$ cat src/rtl/clock_div_gen.sv
// clock_div_gen: multi-channel programmable clock divider.
// Each channel divides CLK by a runtime-programmable divisor. It produces a
// flop-driven divided clock and a single-cycle tick on the last cycle of each
// period. New divisors arrive through a valid/ready port and wait in a shadow
// register. They take effect at a period boundary, so no runt pulses appear.
// Ports:
//   CLK        system clock, rising edge
//   RST_n      asynchronous active-low reset
//   EN         per-channel run enable
//   SYNC       global phase realign pulse
//   LOAD_VALID divisor load request
//   LOAD_READY load port can accept (combinational on LOAD_CH)
//   LOAD_CH    target channel of a load
//   DIV_IN     new divisor value
//   CLK_OUT    divided clock per channel
//   TICK       one-cycle pulse on the last cycle of each period
module clock_div_gen #(
  parameter int unsigned CHANNELS  = 4,
  parameter int unsigned DIV_WIDTH = 16,
  parameter int unsigned RESET_DIV = 2,
  localparam int unsigned CH_W     = (CHANNELS > 1) ? $clog2(CHANNELS) : 1
) (
  input  logic                 CLK,
  input  logic                 RST_n,
  input  logic [CHANNELS-1:0]  EN,
  input  logic                 SYNC,
  input  logic                 LOAD_VALID,
  output logic                 LOAD_READY,
  input  logic [CH_W-1:0]      LOAD_CH,
  input  logic [DIV_WIDTH-1:0] DIV_IN,
  output logic [CHANNELS-1:0]  CLK_OUT,
  output logic [CHANNELS-1:0]  TICK
);

  // One extra bit so that (div+1)>>1 cannot overflow at the all-ones divisor.
  localparam int unsigned HW = DIV_WIDTH + 1;

  logic [CHANNELS-1:0] pending;
  logic [CHANNELS-1:0] accept;

  // Load port decode. An out-of-range LOAD_CH matches no channel, so it is never ready.
  always_comb begin
    LOAD_READY = 1'b0;
    accept     = '0;
    for (int unsigned c = 0; c < CHANNELS; c++) begin
      if (LOAD_CH == CH_W'(c)) begin
        LOAD_READY = ~pending[c];
        accept[c]  = LOAD_VALID & ~pending[c];
      end
    end
  end

  for (genvar g = 0; g < CHANNELS; g++) begin : g_ch
    logic [DIV_WIDTH-1:0] cnt_q;
    logic [DIV_WIDTH-1:0] div_q;
    logic [DIV_WIDTH-1:0] shadow_q;
    logic                 pend_q;
    logic                 clk_q;
    logic                 running;
    logic                 wrap;
    logic [HW-1:0]        half;

    assign running    = EN[g] & (div_q != '0);
    assign wrap       = (cnt_q == div_q - DIV_WIDTH'(1));
    assign half       = (HW'(div_q) + HW'(1)) >> 1;
    assign TICK[g]    = running & wrap;
    assign pending[g] = pend_q;
    assign CLK_OUT[g] = clk_q;

    // Counter, active divisor, shadow divisor and clock flop for one channel.
    always_ff @(posedge CLK or negedge RST_n) begin
      if (!RST_n) begin
        cnt_q    <= '0;
        div_q    <= DIV_WIDTH'(RESET_DIV);
        shadow_q <= '0;
        pend_q   <= 1'b0;
        clk_q    <= 1'b0;
      end else begin
        if (!running || SYNC) begin
          // A stopped or realigned channel restarts its phase and picks up any pending divisor.
          // The clock flop goes high only on the SYNC path, because a stopped channel holds its clock low.
          cnt_q <= '0;
          clk_q <= running;
          if (pend_q) begin
            div_q  <= shadow_q;
            pend_q <= 1'b0;
          end
        end else begin
          // High for the first ceil(div/2) counts. The flop adds one cycle of lag.
          clk_q <= (HW'(cnt_q) < half);
          if (wrap) begin
            cnt_q <= '0;
            if (pend_q) begin
              div_q  <= shadow_q;
              pend_q <= 1'b0;
            end
          end else begin
            cnt_q <= cnt_q + DIV_WIDTH'(1);
          end
        end
        // A load is only accepted while nothing is pending, so it never coincides with an apply.
        if (accept[g]) begin
          shadow_q <= DIV_IN;
          pend_q   <= 1'b1;
        end
      end
    end
  end

endmodule

$ cat config.mk
export PLATFORM = sky130hd
export DESIGN_NAME = clock_div_gen
export DESIGN_NICKNAME = d
export VERILOG_FILES = /design/src/rtl/clock_div_gen.sv
export SDC_FILE = /design/constraint.sdc
export NUM_CORES = 1
export LEC_CHECK = 0
export BUFFER_PORTS_ARGS = -buffer_cell sky130_fd_sc_hd__buf_2
export CORE_AREA = 8 8 221 223
export CTS_BUF_LIST = sky130_fd_sc_hd__clkbuf_8 sky130_fd_sc_hd__clkbuf_16
export DETAILED_ROUTE_END_ITERATION = 12
export DIE_AREA = 0 0 229 231
export PLACE_DENSITY = 0.46
export SLEW_MARGIN = 20
export SYNTH_ARGS = -nofsm -noshare
export SYNTH_HDL_FRONTEND = slang
export SYNTH_SLANG_ARGS = --single-unit
export TNS_END_PERCENT = 1
$ cat constraint.sdc
create_clock -name CLK -period 2.94 [get_ports CLK]
set_input_delay 0 -clock CLK [delete_from_list [all_inputs] [get_ports CLK]]
set_output_delay 0 -clock CLK [all_outputs]
set_load 0.005 [all_outputs]
==> out/metrics.yaml, run 1 <==
synth_top_flop_cell: "dfrtp_1"
rsz0062_at_grt: "yes"
fmax_mhz: 336.7
pre_cts_ws_ns: -0.2144
finClkSkew_ns: 0.01193
ys_seq_area_share_pct: 37.46
fin_total_pwr_uw: 11030
slew_violations: 0
status: "finished, violations left"
die_w_um: 229
setup-violations-final: 10
finalHoldViolations: 0
vdd_drop_max_uv: 410.4
antenna_found_initial: 2
grt_pass1_wl_um: 57600
finalSetupTns_ns: -0.1971
worstMarginPinSlew_ns: 0.7584
wl_um: 34760
cp.required_ns: 3.29
finalCriticalPeriod_ns: 2.970
grt_pass1_vias: 10535
wl_per_cell_um: 16.66
cts_buffer_depth: 2
timing.rr.start: "g_ch[3].div_q[0]"
die-area_um2: 52900
power_leakage_uw: 0.006643
relSlewSlack_pct: 49.44
yosysTopAreaCellShare_pct: 36.67
clock-sinks: 200
clk_latency_ns: 0.46
final_antenna_net_count: 0
syn_inst: 1384
crit_path_start: "g_ch[3].div_q[0]"
avgSynthCellArea_um2: 9.663
fin_nets: 1570
htree_levels: 4
dp.cells: 2030
async_flop_share_pct: 100.0
synth.top_cells.by_area: "dfrtp_1, mux2_2, xnor2_1"
postLayoutSetupSlackWorst_ns: -0.03043
arrival_ns: 3.32
synth_enable_flop_cells: 0
start_util_pct: 29.66
dr.pass1.iters: 5
vias_per_cell: 4.999
io_buffers: 34
critPathKind: "register to register"
drt_iter0_drc: 518
yosys_warnings: 0
endpoint_kind: "register"
seqCellArea_um2: 5010
synth_cell_types: 77
drv_cap: 0
grtUsageTotal_pct: 13.23
ys_ff_latch: 200
power_density_nw_per_um2: 691.8
cts_made_buffers: 17
holdCritPathClass: "input port to register"
routabilityCongestion: 0.7924
start_kind: "register"
violations: "setup timing"
cts-root-buf: "clkbuf_16"
synthToLayoutAreaGrowth_pct: 19.16
rows: 78
stdcell_count: 2087
cp_max_fo: 16
synth_area_leader_cell: "dfrtp_1"
fillerInstances: 4594
synth_area_um2: 13370
ios: 35
clk_pin_slew_worst_paths_ns: 0.08
stdcell_area_um2: 15940
grt_max_degree: 85
drc: 0
cts_tree: "yes"
die-height_um: 231
placed_area_um2: 14870
dpl.hpwl_um: 25900
finalCritPeriodShare_pct: 101.0
vias: 10433
multiInputGateArea_um2: 8102
min_from: "EN[1]"
syn-num-nets: 1482
core_region_area_um2: 45090
drive_gt1_share_pct: 24.04
overflow: 0
-- synthesized netlist by cell type (9+ instances only) --
cell / n
a31oi_1: 20
mux2_2: 92
o311ai_0: 19
or4_1: 18
a21o_1: 10
nand2_1: 78
o21ai_0: 24
xnor2_1: 108
inv_1: 39
a21oi_1: 31
or3_1: 15
clkbuf_1: 79
ha_1: 72
a211oi_1: 9
nand3_1: 93
nand4_1: 20
o22ai_1: 18
nor2_1: 95
nor3_1: 56
dfrtp_1: 196
nor4_1: 22
and3_1: 27
xor2_1: 81
mux2_4: 20
nand2b_1: 14
-- through the flow --
stage | hold WS, ns | utilization, %
after floorplan | -0.2956 | -
after global placement | 0.1089 | 32.98
after detailed placement | 0.1120 | 32.98
after CTS | 0.0006861 | 35.02
after global routing | 0.01517 | 35.33
final | 0.01704 | 35.35
-- routing by layer --
metal	part of all wire [%]	track usage, %	vias to the layer above
li1	-	-	5156
met1	50	18.04	5124
met2	46	21.87	127
met3	2.4	1.791	26
met4	1.2	3.407	0
met5	0	0	-
-- sequential cells by signal, summed over array words and instances (netlist names) --
register / cells
g_ch.cnt_q: 64
g_ch.div_q: 64
g_ch.pend_q: 4
g_ch.clk_q: 4
g_ch.shadow_q: 64
-- logic make-up (layout without fill, tap and decap cells) --
family | Yosys count | in the layout | synth area share (%)
xor+xnor | 189 | 189 | 12.38
mux | 113 | 113 | 10.16
fa+ha+maj | 72 | 72 | 6.736
simple gates | 495 | 495 | 19.56
flops | 200 | 200 | 37.46
buf+inv | 136 | 237 | 4.238
other cells | 0 | 2 | 0
compound gates | 179 | 179 | 9.468
-- path summary, 6_finish.rpt --
kind / endpoint / slack (ns) / depth (start not counted)
worst max-delay path: g_ch[3].div_q[0] / -0.03 / 10
max in group asynchronous: g_ch[2].cnt_q[10] / 1.92 / 3
worst min-delay path: g_ch[1].clk_q / 0.02 / 4
worst max register to register: g_ch[3].div_q[0] / -0.03 / 10
worst min register to register: g_ch[2].div_q[3] / 0.51 / 1
min in group asynchronous: g_ch[0].cnt_q[14] / 0.15 / 2
-- final cells by class --
cell class                      count  share of cell area, %
Inverter                           40                 0.9421
Tap cell                          600                  4.711
Antenna cell                        2                0.03140
Multi-Input combinational cell   1048                  50.84
Clock buffer                       18                  2.756
Timing Repair Buffer              165                  8.087
Clock inverter                     14                  1.201
Sequential cell                   200                  31.44
-- layout by cell type (no fill, tap or decap), types with 6 or more instances in the layout --
cell type,count
a21o_1,10
a21oi_1,31
a31oi_1,20
and3_1,27
buf_12,6
buf_2,33
buf_4,105
clkbuf_16,17
dfrtp_1,196
dlygate4sd3_1,19
ha_1,69
inv_1,38
mux2_2,91
mux2_4,21
nand2_1,78
nand2b_1,14
nand3_1,92
nand4_1,20
nor2_1,92
nor2b_1,7
nor3_1,54
nor4_1,19
o211ai_1,6
o21ai_0,23
o22ai_1,17
o311ai_0,13
o311ai_1,6
or2_2,7
or3_1,14
or4_1,15
xnor2_1,106
xor2_1,80
-- power breakdown --
| part | switching, uW | internal [uW] |
|---|---|---|
| combinational | 2350 | 2310 |
| clock | 1290 | 1270 |
| sequential | 506 | 3300 |
| total | 4150 | 6870 |
-- timing repair --
action,4_1_cts,5_1_grt
gates cloned,0,0
buffers inserted,3,1
gates resized for setup,18,31
endpoints found under the hold margin,144,0
pin swaps,7,5
setup endpoints to repair,70,102
hold buffers,19,0
-- worst max-delay path, stage by stage (launching register included) --
cell and delay [ns]:
dfrtp_1 0.41, or4_4 0.60, buf_4 0.17, nor4_1 0.23, nor4b_2 0.09, or3_1 0.40, nor4b_4 0.15, buf_4 0.15
o21ai_4 0.13, buf_12 0.18, mux2_2 0.34
Power figures use the tool's default switching activity.
==> run 2, diff against run 1 <==
--- a/config.mk
+++ b/config.mk
@@ -6,11 +6,13 @@
 export NUM_CORES = 1
 export LEC_CHECK = 0
 export BUFFER_PORTS_ARGS = -buffer_cell sky130_fd_sc_hd__buf_2
+export CELL_PAD_IN_SITES_DETAIL_PLACEMENT = 1
+export CELL_PAD_IN_SITES_GLOBAL_PLACEMENT = 1
 export CORE_AREA = 8 8 221 223
 export CTS_BUF_LIST = sky130_fd_sc_hd__clkbuf_8 sky130_fd_sc_hd__clkbuf_16
 export DETAILED_ROUTE_END_ITERATION = 12
 export DIE_AREA = 0 0 229 231
-export PLACE_DENSITY = 0.46
+export PLACE_DENSITY = 0.55
 export SLEW_MARGIN = 20
 export SYNTH_ARGS = -nofsm -noshare
 export SYNTH_HDL_FRONTEND = slang
==> run 2 against run 1 <==
- sequential share of layout area decreased by 0.82 points
- cell count up 1.4%
- sequential power is essentially flat
- register-to-register slack got worse by 0.09 ns
- highest routed layer unchanged
- hold slack improved by 0.044 ns
- the run still ends with setup timing left
==> out/metrics.yaml, run 2 (same netlist as run 1, synthesis figures left out) <==
finClkSkew_ns: 0.01242  # +0.0004970 ns
rrSetupSlack_ns: -0.12  # -0.09 ns
finalSetupTns_ns: -1.408  # -1.211 ns
setup-violations-final: 17  # +7
finalCritPeriodShare_pct: 104.0  # +2.9 points
rows: 78  # unchanged
start_util_pct: 29.66  # unchanged
cpLargestDelayFamily: "simple AND/OR/NAND/NOR gates"
violations: "setup timing"
die_w_um: 229  # unchanged
dpl.hpwl_um: 28990  # +12%
wl_per_cell_um: 18.40  # +10%
overflow: 0  # unchanged
cts_made_buffers: 17  # unchanged
drc: 0  # unchanged
ios: 35  # unchanged
fillerInstances: 5141  # +12%
grt_max_degree: 73  # -14%
postLayoutSetupSlackWorst_ns: -0.1169  # -0.08645 ns
grt_pass1_vias: 11410  # +8.3%
slowest_stage: "or4_4"
vdd_drop_max_uv: 481.1  # +17%
diodes: 0  # -2
crit_path_start: "g_ch[3].div_q[0]"
fmax_mhz: 327.1  # -2.8%
start_kind: "register"
io_buffers: 34  # unchanged
cp_max_fo: 12  # -4
cts_tree: "yes"
mostFrequentLayoutCell: "dfrtp_1"
fin_total_pwr_uw: 11270  # +2.2%
slowest_delay_ns: 0.56  # -0.04 ns
drive_gt1_share_pct: 27.29  # +3.3 points
clk_pin_slew_worst_paths_ns: 0.08  # about the same
clk_latency_ns: 0.49  # +0.03 ns
core_region_area_um2: 45090  # unchanged
endpoint_kind: "register"
drt_iter0_drc: 526  # +1.5%
antenna_found_initial: 2  # unchanged
fin_nets: 1602  # +2.0%
status: "finished, violations left"
die-height_um: 231  # unchanged
die-area_um2: 52900  # unchanged
drv_cap: 0  # unchanged
largestRegisters: "g_ch.cnt_q x64, g_ch.div_q x64, g_ch.shadow_q x64"
arrival_ns: 3.43  # +0.11 ns
synthToLayoutAreaGrowth_pct: 22.47
power_leakage_uw: 0.006839  # +2.9%
htree_levels: 4  # unchanged
final_antenna_net_count: 0  # unchanged
timing.hold.ws_ns: 0.06083  # +0.04379 ns
stdcell_area_um2: 16380  # +2.8%
routabilityCongestion: 0.8211  # +3.6%
placed_area_um2: 15020  # +1.0%
cts_buffer_depth: 2  # unchanged
wl_um: 38960  # +12%
clock-sinks: 200  # unchanged
rsz0062_at_grt: "yes"
grt_pass1_wl_um: 63070  # +9.5%
worstMarginPinSlew_ns: 0.9465  # +0.1881 ns
holdCritPathClass: "input port to asynchronous set/reset pin"
critical_path.cell_chain: "buf_4, or4_4, buf_4, o31ai_4, a211oi_2, or3_4, nor4b_4, buf_4, o21ai_4, buf_12, mux2_2"
timing.rr.start: "g_ch[3].div_q[0]"
power_density_nw_per_um2: 688.1  # -0.54%
relSlewSlack_pct: 36.90  # -13 points
critPathKind: "register to register"
slew_violations: 0  # unchanged
cts-root-buf: "clkbuf_16"
pre_cts_ws_ns: -0.1009  # +0.1135 ns
path_common_cell: "buf_4"
vias: 10802  # +3.5%
final_cell_mix: "dfrtp_1, buf_4, xnor2_1, nand3_1, nor2_1"
grtUsageTotal_pct: 14.70  # +1.5 points
finalCriticalPeriod_ns: 3.057  # +0.08645 ns
dr.pass1.iters: 4  # -1
finalHoldViolations: 0  # unchanged
worst-path-buf-inv: 4  # +1
vias_per_cell: 5.103  # +2.1%
cp.required_ns: 3.32  # +0.03 ns
-- run 2: routing by layer --
layer	GRT usage (%)	part of all wire, %	up-vias
met1	19.50	49	5468
li1	-	-	5207
met5	0	0	-
met2	24.32	47	93
met4	4.084	1.3	0
met3	2.674	2.4	34
-- run 2: worst register-to-register path: stages (launching register included) --
cell and delay [ns]:
dfrtp_1 0.40, buf_4 0.15, or4_4 0.56, buf_4 0.18
o31ai_4 0.20, a211oi_2 0.10, or3_4 0.38, nor4b_4 0.14
buf_4 0.15, o21ai_4 0.17, buf_12 0.17, mux2_2 0.34
-- run 2: timing repair --
item | 4_1_cts | 5_1_grt
buffers inserted | 5 | 10
cloned | 0 | 0
hold buffers | 23 | 0
hold endpoints to repair | 182 | 0
endpoints found under the setup margin | 82 | 102
resized for setup | 29 | 69
pin swaps | 15 | 20
-- run 2: through the flow --
step,util [%],std cells
2_1_floorplan,-,1384
3_3_place_gp,33.32,2046
3_5_place_dp,33.32,2046
4_1_cts,35.50,2106
5_1_grt,36.33,2117
6_report,36.33,2117
-- run 2: final timing paths --
kind	depth (start not counted)	endpoint
max	11	g_ch[3].div_q[2]
min	2	g_ch[2].cnt_q[4]
max reg2reg	11	g_ch[3].div_q[2]
min reg2reg	1	g_ch[2].div_q[10]
max in group asynchronous	3	g_ch[3].div_q[1]
min in group CLK	3	g_ch[3].clk_q
-- run 2: final cells by class --
cell class	count	area (um2)	share of cell area, %
Clock inverter	14	151.4	0.9243
Inverter	40	150.1	0.9167
Clock buffer	18	439.2	2.681
Tap cell	600	750.7	4.583
Multi-Input combinational cell	1048	8282	50.56
Timing Repair Buffer	197	1592	9.717
Sequential cell	200	5015	30.62
-- run 2: power breakdown --
group / switching [uW] / internal [uW]
combinational: 2530 / 2430
sequential: 542 / 3300
clock: 1240 / 1230
==> run 3, diff against run 2 <==
--- a/config.mk
+++ b/config.mk
@@ -5,14 +5,17 @@
 export SDC_FILE = /design/constraint.sdc
 export NUM_CORES = 1
 export LEC_CHECK = 0
+export ABC_AREA = 1
 export BUFFER_PORTS_ARGS = -buffer_cell sky130_fd_sc_hd__buf_2
 export CELL_PAD_IN_SITES_DETAIL_PLACEMENT = 1
 export CELL_PAD_IN_SITES_GLOBAL_PLACEMENT = 1
-export CORE_AREA = 8 8 221 223
+export CORE_AREA = 8 8 224 226
 export CTS_BUF_LIST = sky130_fd_sc_hd__clkbuf_8 sky130_fd_sc_hd__clkbuf_16
+export CTS_CLUSTER_SIZE = 16
 export DETAILED_ROUTE_END_ITERATION = 12
-export DIE_AREA = 0 0 229 231
-export PLACE_DENSITY = 0.55
+export DIE_AREA = 0 0 232 234
+export GPL_TIMING_DRIVEN = 0
+export PLACE_DENSITY = 0.58
 export SLEW_MARGIN = 20
 export SYNTH_ARGS = -nofsm -noshare
 export SYNTH_HDL_FRONTEND = slang
==> run 3 against run 2 <==
- the run still ends with setup timing left
- register-to-register slack better by 0.11 ns
- routed wire length is 7.2% higher
- hold slack worse by 0.0036 ns
- largest cell class unchanged
- clock skew is 0.0035 ns higher
==> out/metrics.yaml, run 3 <==
synth_enable_flop_cells: 0  # unchanged
die_w_um: 232  # +1.3%
htree_levels: 4  # unchanged
worstMarginPinSlew_ns: 0.5199  # -0.4266 ns
multiInputGateArea_um2: 7963  # -3.9%
syn_inst: 1884  # +36%
final_antenna_net_count: 0  # unchanged
fillerInstances: 5829  # +13%
clock-sinks: 200  # unchanged
arrival_ns: 3.31  # -0.12 ns
synth_cell_types: 43  # -44%
largestRegisters: "g_ch.cnt_q x64, g_ch.div_q x64, g_ch.shadow_q x64"
rows: 80  # +2.6%
cp.required_ns: 3.30  # -0.02 ns
synth_area_leader_cell: "dfrtp_1"
cts_tree: "yes"
holdCritPathClass: "input port to register"
fin_total_pwr_uw: 11490  # +1.9%
rsz0062_at_grt: "yes"
vias_per_cell: 4.727  # -7.4%
synth.top_cells.by_count: "nand2_1, dfrtp_1, nor2_1"
timing.rr.start: "g_ch[0].div_q[1]"
synth_top_flop_cell: "dfrtp_1"
mostFrequentLayoutCell: "nand2_1"
synth_area_um2: 13810  # +3.2%
yosysTopAreaCellShare_pct: 35.52  # -1.1 points
power_density_nw_per_um2: 704.8  # +2.4%
drt_iter0_drc: 574  # +9.1%
setup-violations-final: 1  # -16
relSlewSlack_pct: 65.30  # +28 points
drv_cap: 0  # unchanged
rrSetupSlack_ns: -0.01  # +0.11 ns
final_cell_mix: "nand2_1, dfrtp_1, nor2_1, inv_1, nand3_1"
grtUsageTotal_pct: 15.99  # +1.3 points
status: "finished, violations left"
ys_seq_area_share_pct: 36.28  # -1.2 points
grt_pass1_vias: 13185  # +16%
synthToLayoutAreaGrowth_pct: 18.05
slowest_delay_ns: 0.58  # +0.02 ns
crit_end: "g_ch[0].clk_q"
finalCriticalPeriod_ns: 2.951  # -0.1058 ns
critical_path.cell_chain: "buf_4, nand3_1, nor3_4, nand4_1, nor2_2, nand3_1, nor2_1, xnor2_1, ha_1, nand4_1, nor3_2, o21ai_1, nand2_1, a21oi_2"
clk_latency_ns: 0.49  # about the same
cts-root-buf: "clkbuf_16"
syn-num-nets: 1982  # +34%
synth.top_cells.by_area: "dfrtp_1, nand2_1, ha_1"
ys_ff_latch: 200  # unchanged
wl_um: 41780  # +7.2%
grt_pass1_wl_um: 69170  # +9.7%
finClkSkew_ns: 0.01588  # +0.003454 ns
cp_max_fo: 3  # -9
synth_most_common_cell: "nand2_1"
power_leakage_uw: 0.007816  # +14%
start_kind: "register"
stdcell_count: 2625  # +24%
core_region_area_um2: 46840  # +3.9%
cts_made_buffers: 17  # unchanged
dpl.hpwl_um: 32340  # +12%
start_util_pct: 29.47  # -0.19 points
drive_gt1_share_pct: 14.13  # -13 points
r2r_end: "g_ch[0].clk_q"
avgSynthCellArea_um2: 7.329  # -24%
violations: "setup timing"
critPathKind: "register to register"
cts_buffer_depth: 2  # unchanged
io_buffers: 34  # unchanged
routabilityCongestion: 0.8059  # -1.9%
crit_path_start: "g_ch[0].div_q[1]"
vdd_drop_max_uv: 488.4  # +1.5%
antenna_found_initial: 0  # -2
fin_nets: 2095  # +31%
pre_cts_ws_ns: -0.4641  # -0.3632 ns
seqCellArea_um2: 5014  # about the same
slew_violations: 0  # unchanged
ios: 35  # unchanged
async_flop_share_pct: 100.0  # unchanged
wl_per_cell_um: 15.92  # -14%
endpoint_kind: "register"
grt_max_degree: 98  # +34%
dp.cells: 2535  # +24%
postLayoutSetupSlackWorst_ns: -0.01104  # +0.1058 ns
yosys_warnings: 0  # unchanged
slowest_stage: "dfstp_2"
drc: 0  # unchanged
diodes: 0  # unchanged
clk_pin_slew_worst_paths_ns: 0.08  # about the same
overflow: 0  # unchanged
finalCritPeriodShare_pct: 100.4  # -3.6 points
die-area_um2: 54290  # +2.6%
finalHoldViolations: 0  # unchanged
die-height_um: 234  # +1.3%
dr.pass1.iters: 6  # +2
vias: 12409  # +15%
fmax_mhz: 338.9  # +3.6%
r2r_cells: 14  # +3
run 3: cell count changes in the layout (fill, tap and decap cells not counted), sizes merged, moves of 49 or more:
cell	previous run	this run
inv	48	191
buf	174	125
o21ai	26	111
nand2	78	535
xnor2	108	39
nand3	93	175
mux2	112	0
nor2	95	226
run 3: kinds of logic (layout without fill, tap and decap cells):
| logic type | count (synthesis) | in the layout | share of synthesized area (%) |
|---|---|---|---|
| flops | 200 | 200 | 36.28 |
| buf+inv | 261 | 387 | 8.428 |
| simple gates | 1045 | 1045 | 33.85 |
| fa+ha+maj | 72 | 72 | 6.525 |
| compound gates | 184 | 184 | 7.078 |
| xor+xnor | 122 | 122 | 7.839 |
run 3: how the worst min path moves through the flow:
stage          cells past startpoint             endpoint  slack (ns)        from
6_report                           5  g_ch[2].shadow_q[0]        0.06  LOAD_CH[0]
4_1_cts                            5  g_ch[2].shadow_q[0]        0.01  LOAD_CH[0]
2_1_floorplan                      0        g_ch[0].clk_q       -0.30       RST_n
3_5_place_dp                       1     g_ch[2].cnt_q[4]       -0.09       RST_n
5_1_grt                            2     g_ch[1].div_q[1]        0.04       RST_n
3_3_place_gp                       3        g_ch[1].clk_q        0.33       EN[1]
run 3: worst max-delay path: cells and delay by family (launching register included):
family | cells | cell delay (ns)
flops | 1 | 0.58
compound gates | 2 | 0.17
simple gates | 9 | 1.54
xor+xnor | 1 | 0.10
buf+inv | 1 | 0.13
fa+ha+maj | 1 | 0.30
run 3: where the power goes:
group	leakage, uW	switching, uW	total [uW]	internal, uW
logic	0.00490	3320	5180	1860
clock network	0.000308	1290	2630	1340
registers	0.00260	451	3680	3230
run 3: final cells by class:
| cell class | count | area share (%) |
|---|---|---|
| buffer | 75 | 2.856 |
| clock buffer | 18 | 2.694 |
| clock inverter | 14 | 1.290 |
| inverter | 186 | 4.283 |
| multi-input combinational | 1423 | 48.85 |
| sequential | 200 | 30.76 |
| tap | 615 | 4.721 |
| timing repair buffer | 94 | 4.544 |
run 3: layer usage:
| layer | up-vias | wire, um | GRT usage (%) |
|---|---|---|---|
| met5 | - | 0 | 0 |
| met4 | 0 | 756 | 4.722 |
| met3 | 44 | 977 | 3.133 |
| met2 | 87 | 19990 | 26.81 |
| met1 | 6000 | 20050 | 20.67 |
| li1 | 6278 | - | - |
run 3: through the flow:
| stage | TNS (ns) | utilization, % | hold WS [ns] | cell area [um2] |
|---|---|---|---|---|
| after floorplan | 0 | - | -0.2956 | 13810 |
| after global placement | -355.86 | 31.48 | 0.3275 | 14750 |
| after detailed placement | -1.201 | 31.62 | -0.08973 | 14810 |
| after CTS | -0.08063 | 34.25 | 0.01340 | 16040 |
| after global routing | -0.6165 | 34.79 | 0.04318 | 16300 |
| final | -0.01104 | 34.79 | 0.05720 | 16300 |
run 3: timing repair:
item	4_1_cts	5_1_grt
buffers inserted	24	10
resized for setup	39	36
endpoints found under the hold margin	169	1
pin swaps	22	34
endpoints found under the setup margin	4	11
hold buffers	23	1
